==> config.mk <==
export PLATFORM = sky130hd
export DESIGN_NAME = lfsr32
export DESIGN_NICKNAME = d
export VERILOG_FILES = /design/src/rtl/logic_vector_checker_pkg.sv /design/src/rtl/logic_vector_checker_lfsr32.sv
export SDC_FILE = /design/constraint.sdc
export NUM_CORES = 1
export LEC_CHECK = 0
export CAP_MARGIN = 20
export CORE_MARGIN = 2
export CORE_UTILIZATION = 41
export CTS_CLUSTER_DIAMETER = 40
export DETAILED_ROUTE_END_ITERATION = 10
export GPL_ROUTABILITY_DRIVEN = 0
export PLACE_DENSITY = 0.83
export SLEW_MARGIN = 20
export SYNTH_ARGS = -nofsm -noshare
export SYNTH_HDL_FRONTEND = slang
export SYNTH_SLANG_ARGS = --single-unit
export TNS_END_PERCENT = 10
==> constraint.sdc <==
create_clock -name clk -period 1.3 [get_ports clk]
set_input_delay 0.26 -clock clk [delete_from_list [all_inputs] [get_ports clk]]
set_output_delay 0.26 -clock clk [all_outputs]
set_load 0.01 [all_outputs]
==> src/rtl/logic_vector_checker_pkg.sv <==
// logic_vector_checker_pkg: shared definitions for the bitwise element checker.
// Op codes, LFSR seeds and taps, FSM encoding, and the reference op/step helpers.
package logic_vector_checker_pkg;

    localparam logic [1:0] OP_AND = 2'b00;
    localparam logic [1:0] OP_OR  = 2'b01;
    localparam logic [1:0] OP_XOR = 2'b10;
    localparam logic [1:0] OP_NOR = 2'b11;

    localparam logic [31:0] SEED_A    = 32'h0000FFFF;
    localparam logic [31:0] SEED_B    = 32'h00FF00FF;
    localparam logic [31:0] LFSR_TAPS = 32'h80200003;

    typedef enum logic [1:0] {
        ST_IDLE   = 2'd0,
        ST_DRIVE  = 2'd1,
        ST_SAMPLE = 2'd2,
        ST_DONE   = 2'd3
    } state_e;

    function automatic logic [31:0] lfsr_step(input logic [31:0] v);
        return (v >> 1) ^ (v[0] ? LFSR_TAPS : 32'h0);
    endfunction

    function automatic logic [31:0] bitwise_op(
        input logic [1:0]  op,
        input logic [31:0] a,
        input logic [31:0] b
    );
        logic [31:0] r;
        case (op)
            OP_AND:  r = a & b;
            OP_OR:   r = a | b;
            OP_XOR:  r = a ^ b;
            default: r = ~(a | b);
        endcase
        return r;
    endfunction

endpackage

==> src/rtl/logic_vector_checker_lfsr32.sv <==
// lfsr32: 32-bit Galois LFSR with synchronous load and step enable.
// Ports: clk, rst (async high), load_i/seed_i (reload), en_i (step), state_o.
module lfsr32
    import logic_vector_checker_pkg::*;
#(
    parameter logic [31:0] RST_SEED = 32'h1
) (
    input  logic        clk,
    input  logic        rst,
    input  logic        load_i,
    input  logic        en_i,
    input  logic [31:0] seed_i,
    output logic [31:0] state_o
);

    logic [31:0] state_q;
    logic [31:0] state_d;

    always_comb begin
        state_d = state_q;
        if (load_i) begin
            state_d = seed_i;
        end else if (en_i) begin
            state_d = lfsr_step(state_q);
        end
    end

    always_ff @(posedge clk or posedge rst) begin
        if (rst) begin
            state_q <= RST_SEED;
        end else begin
            state_q <= state_d;
        end
    end

    assign state_o = state_q;

endmodule

==> out/qor.yml, run 1 <==
global_routing:
  antenna_found_initial: 0
  grt_usage: 0.1716
  overflow: 0
  grt_pass1_vias: 1218
  grt_max_degree: 40
  grt_pass1_wl_um: 5554
detailed_routing:
  drt_first_pass_iters: 4
  drc: 0
  drtIter0Drc: 47
  wl_per_cell_um: 12.27
  vias: 1265
  wl_um: 3228
  routed_via_density: 4.810
  antenna_left: 0
place:
  place_ws_ns: 0.01027
  dpl.hpwl_um: 2387
  place_area_um2: 2267
  io_buffers: 67
floorplanning:
  die_w_um: 65.17
  dieArea_um2: 4246
  start_util: 0.4222
  boundaryPins: 68
  std_cell_rows: 22
  die_h_um: 65.17
  core_um2: 3633
setup_path:
  required_ns: 1.04
  crit_path_cell_trace: "dlygate4sd2_1"
  critical-path-top-delay-family: "flip-flops"
  critical_path_class: "reg -> out"
  worst_path_max_delay_cell: "dfrtp_1"
  cp.arrival_ns: 0.98
  critPathMaxFanout: 4
  reg2regPathDepth: 3
  cp-start-kind: "flip-flop"
  reg2reg_slack_ns: 0.27
  critical_path_buf_inv_count: 1
  slowest_delay_ns: 0.41
  cp-end-kind: "primary output"
  rr_startpoint: "state_o[0]"
  worstReg2RegEnd: "state_o[0]"
yosys:
  syn_avg_cell_area_um2: 10.65
  ys_seq_area_frac: 0.5228
  synth_seq_cells: 32
  synth.distinct_cells: 18
  synth_nets: 180
  syn_inst: 144
  synth_area_um2: 1534
  ys_warn_count: 0
sta:
  final-hold-violation-count: 0
  fin_skew_ns: 0.004217
  slew_headroom: 0.8296
  finalCriticalPeriod_ns: 1.242
  fin_ws_ns: 0.05792
  max_freq_mhz: 805.1
  setup_viol: 0
  tightestPinTransition_ns: 0.2556
  fin_setup_tns_ns: 0
  finalCritPeriodShare: 0.9554
  rsz0062_at_grt: "no"
  drv_slew: 0
clock_network:
  cts_root_buffer: "clkbuf_8"
  cts_buffer_depth: 2
  htree_levels: 2
  ctsHoldBuffers: 0
  insertion_delay_ns: 0.28
  clock-sinks: 32
  cts_buffers: 5
  cts_tree: "built"
  path_clk_slew_ns: 0.06
power_and_ir_drop:
  p_sw_frac: 0.2656
  combinationalPowerShare: 0.234
  cellPowerDensity_nw_per_um2: 1103
  p_seq_frac: 0.465
  vdd_drop_max_v: 0.0007073
  power_frac_clock: 0.301
  p_leak_nw: 1.112
  p_int_mw: 1.874
  p_sw_mw: 0.6777
cells_and_area:
  syn_to_final_growth_pct: 50.82
  largest_reg_flops: 32
  num_antenna_cells: 0
  final_common_cell: "clkdlybuf4s50_1"
  final_area_um2: 2313
  final_layout_size_suffix_gt1_frac: 0.07907
  mostFrequentLayoutCells: "clkdlybuf4s50_1 (33), nand2_1 (32), dlygate4sd2_1 (31), dfrtp_1 (31)"
  num-nets-final: 250
status:
  outcome: "completed"
min_path:
  hold_path_class: "in -> async"
run:
  drv_cap: 0
==> layer usage <==
metal / track usage / vias up / wire length (um)
met5: 0 / - / 0
met3: 0.06336 / 4 / 222
met2: 0.2793 / 42 / 1518
li1: - / 639 / -
met4: 0.06250 / 0 / 38
met1: 0.2088 / 580 / 1448
==> how the worst max path moves through the flow <==
| stage | startpoint | end | slack, ns | cells past startpoint |
|---|---|---|---|---|
| after floorplan | state_o[0] | state_o[0] | 0.33 | 2 |
| after global placement | state_o[0] | state_o[0] | 0.02 | 1 |
| after detailed placement | state_o[0] | state_o[0] | 0.01 | 1 |
| after CTS | state_o[0] | state_o[0] | 0.004 | 1 |
| after global routing | state_o[1] | state_o[1] | 0.02 | 1 |
| final | state_o[1] | state_o[1] | 0.06 | 1 |
==> tightest hold or removal path: cells and delay by family <==
kind / cells / cell delay, ns
buffers and inverters: 3 / 0.72
==> synth_stat cells <==
master	number	area [um2]
nor2b_1	1	6.260
o21ai_1	29	145.1
dfrtp_1	31	775.7
o211ai_1	2	15.01
or3b_1	2	17.52
buf_12	1	20.02
nor4bb_1	1	10.01
dfstp_2	1	26.28
buf_6	3	33.78
nand2_1	32	120.1
clkbuf_1	1	3.750
xnor2_1	2	17.52
nand2b_1	1	6.260
buf_2	5	25.02
mux2i_1	29	290.3
inv_1	1	3.750
buf_4	1	7.510
a221o_1	1	10.01
==> kinds of logic (layout without fill, tap and decap cells) <==
family / after synthesis / after routing / share of synthesized area
compound gates: 32 / 32 / 0.1109
xor+xnor: 2 / 2 / 0.01142
buf+inv: 12 / 83 / 0.06117
flops: 32 / 32 / 0.5228
mux: 29 / 29 / 0.1892
simple gates: 37 / 37 / 0.1044
==> power by group through the flow <==
| stage | Combinational, mW | Sequential [mW] | Clock (mW) |
|---|---|---|---|
| after CTS | 0.610 | 1.19 | 0.792 |
| final | 0.596 | 1.19 | 0.768 |
| after global placement | 0.673 | 1.21 | 0 |
| after floorplan | 0.250 | 1.25 | 0 |
| after global routing | 0.657 | 1.20 | 0.846 |
| after detailed placement | 0.682 | 1.21 | 0 |
==> what timing repair did <==
action / in CTS / in global routing
gates resized for setup: 34 / 1
setup buffers: 0 / 0
gates cloned: 0 / 0
endpoints found under the setup margin: 32 / 1
pin swaps: 0 / 0
==> per-stage QoR <==
step / util / power, mW / hold WS, ns / std cells
2_1_floorplan: - / 1.501 / 0.3755 / 144
3_3_place_gp: 0.6240 / 1.879 / 0.5600 / 255
3_5_place_dp: 0.6240 / 1.893 / 0.5670 / 255
4_1_cts: 0.6384 / 2.592 / 0.3352 / 263
5_1_grt: 0.6367 / 2.707 / 0.3540 / 263
6_report: 0.6367 / 2.552 / 0.3427 / 263
==> final cells by class <==
class	instances	area, um2
fillers	339	1320
repair buffers	74	719.4
multi-input cells	100	638.1
flip-flops and latches	32	802.0
well taps	48	60.06
inverters	1	3.754
clock buffers	8	90.09
Power figures use the tool's default switching activity.
==> run 2: changes to the inputs <==
==> constraint.sdc (replaced) <==
create_clock -name clk -period 1.3 [get_ports clk]
set_input_delay 0.26 -clock clk [delete_from_list [all_inputs] [get_ports clk]]
set_output_delay 0.26 -clock clk [all_outputs]
set_load 0.02 [all_outputs]
==> out/qor.yml, run 2 (synthesized netlist as in run 1, its figures left out) <==
status:
  outcome: "completed"
floorplanning:
  die_w_um: 65.17
  die_h_um: 65.17
  boundaryPins: 68
  std_cell_rows: 22
  core_um2: 3633
  start_util: 0.4222
  dieArea_um2: 4246
setup_path:
  critical_path_buf_inv_count: 1
  slowest_delay_ns: 0.40
  cp-start-kind: "flip-flop"
  critical_path_class: "reg -> out"
  crit_path_cell_trace: "dlygate4sd2_1"
  critPathMaxFanout: 3
  cp-end-kind: "primary output"
  required_ns: 1.04
  cp.arrival_ns: 1.00
  critical-path-top-delay-family: "flip-flops"
  worst_path_max_delay_cell: "dfrtp_1"
sta:
  fin_ws_ns: 0.03583
  hold_ws_ns: 0.3407
  tightestPinTransition_ns: 0.2907
  max_freq_mhz: 791.0
  setup_viol: 0
  rsz0062_at_grt: "no"
  finalCritPeriodShare: 0.9724
  fin_skew_ns: 0.003096
  slew_headroom: 0.8062
  finalCriticalPeriod_ns: 1.264
  final-hold-violation-count: 0
  drv_slew: 0
global_routing:
  overflow: 0
  grt_usage: 0.1676
  grt_pass1_vias: 1201
  grt_pass1_wl_um: 5388
  antenna_found_initial: 0
  grt_max_degree: 40
clock_network:
  cts_buffer_depth: 2
  htree_levels: 2
  cts_tree: "built"
  clock-sinks: 32
  ctsHoldBuffers: 0
  insertion_delay_ns: 0.27
  path_clk_slew_ns: 0.06
  cts_root_buffer: "clkbuf_8"
  cts_buffers: 5
detailed_routing:
  routed_via_density: 4.810
  drtIter0Drc: 62
  wl_um: 3309
  drt_first_pass_iters: 4
  wl_per_cell_um: 12.35
  antenna_left: 0
  drc: 0
  vias: 1289
cells_and_area:
  utilization: 0.6491
  syn_to_final_growth_pct: 53.75
  seq_area_um2: 802.0
  multi_input_area_um2: 638.1
  num_antenna_cells: 0
  largest_reg_flops: 32
  num-nets-final: 255
  mostFrequentLayoutCells: "clkdlybuf4s50_1 (33), nand2_1 (32), dfrtp_1 (31)"
  final_layout_size_suffix_gt1_frac: 0.1000
  final_common_cell: "clkdlybuf4s50_1"
  fillers: 315
place:
  io_buffers: 67
  dpl.hpwl_um: 2460
  place_ws_ns: -0.05727
power_and_ir_drop:
  p_leak_nw: 1.129
  power_mw: 2.664
  cellPowerDensity_nw_per_um2: 1129
  vdd_drop_max_v: 0.0008262
run:
  drv_cap: 0
min_path:
  hold_path_class: "in -> async"
[run 2: area by class of cell]
type | instances | area share
Tap cell | 48 | 0.02546
Timing Repair Buffer | 79 | 0.3241
Clock buffer | 8 | 0.03820
Multi-Input combinational cell | 100 | 0.2706
Inverter | 1 | 0.001592
Sequential cell | 32 | 0.3401
[run 2: repair_timing]
action | 4_1_cts | 5_1_grt
setup endpoints to repair | 32 | 6
buffers inserted | 0 | 0
hold endpoints to repair | 0 | 0
gates resized for setup | 35 | 6
[run 2: power by group]
group / switching [mW] / internal [mW] / total [mW]
Combinational: 0.355 / 0.359 / 0.715
Sequential: 0.0762 / 1.11 / 1.18
Clock: 0.336 / 0.431 / 0.767
Total: 0.767 / 1.90 / 2.66
[run 2: path summary, 6_finish.rpt]
kind | endpoint | start | cells after the start | slack (ns)
worst max-delay path | state_o[19] | state_o[19] | 1 | 0.04
worst min-delay path | state_o[18] | rst | 3 | 0.34
worst max register to register | state_o[0] | state_o[0] | 3 | 0.26
worst min register to register | state_o[8] | state_o[8] | 2 | 0.58
max in group asynchronous | state_o[0] | rst | 3 | 0.73
min in group clk | state_o[0] | load_i | 2 | 0.37
[run 2: per-layer routing]
metal  global-route usage  wire length, um  up-vias
met1               0.2020             1420      599
met3              0.06507              239        2
met5                    0                0        -
met4              0.04688                8        0
met2               0.2793             1640       40
li1                     -                -      648
[run 2: stage by stage]
stage                     setup TNS (ns)  area (um2)  cells
final                                  0        2359    268
after global routing                   0        2359    268
after CTS                              0        2351    268
after detailed placement        -0.05727        2305    260
after global placement          -0.05258        2305    260
after floorplan                        0        1534    144
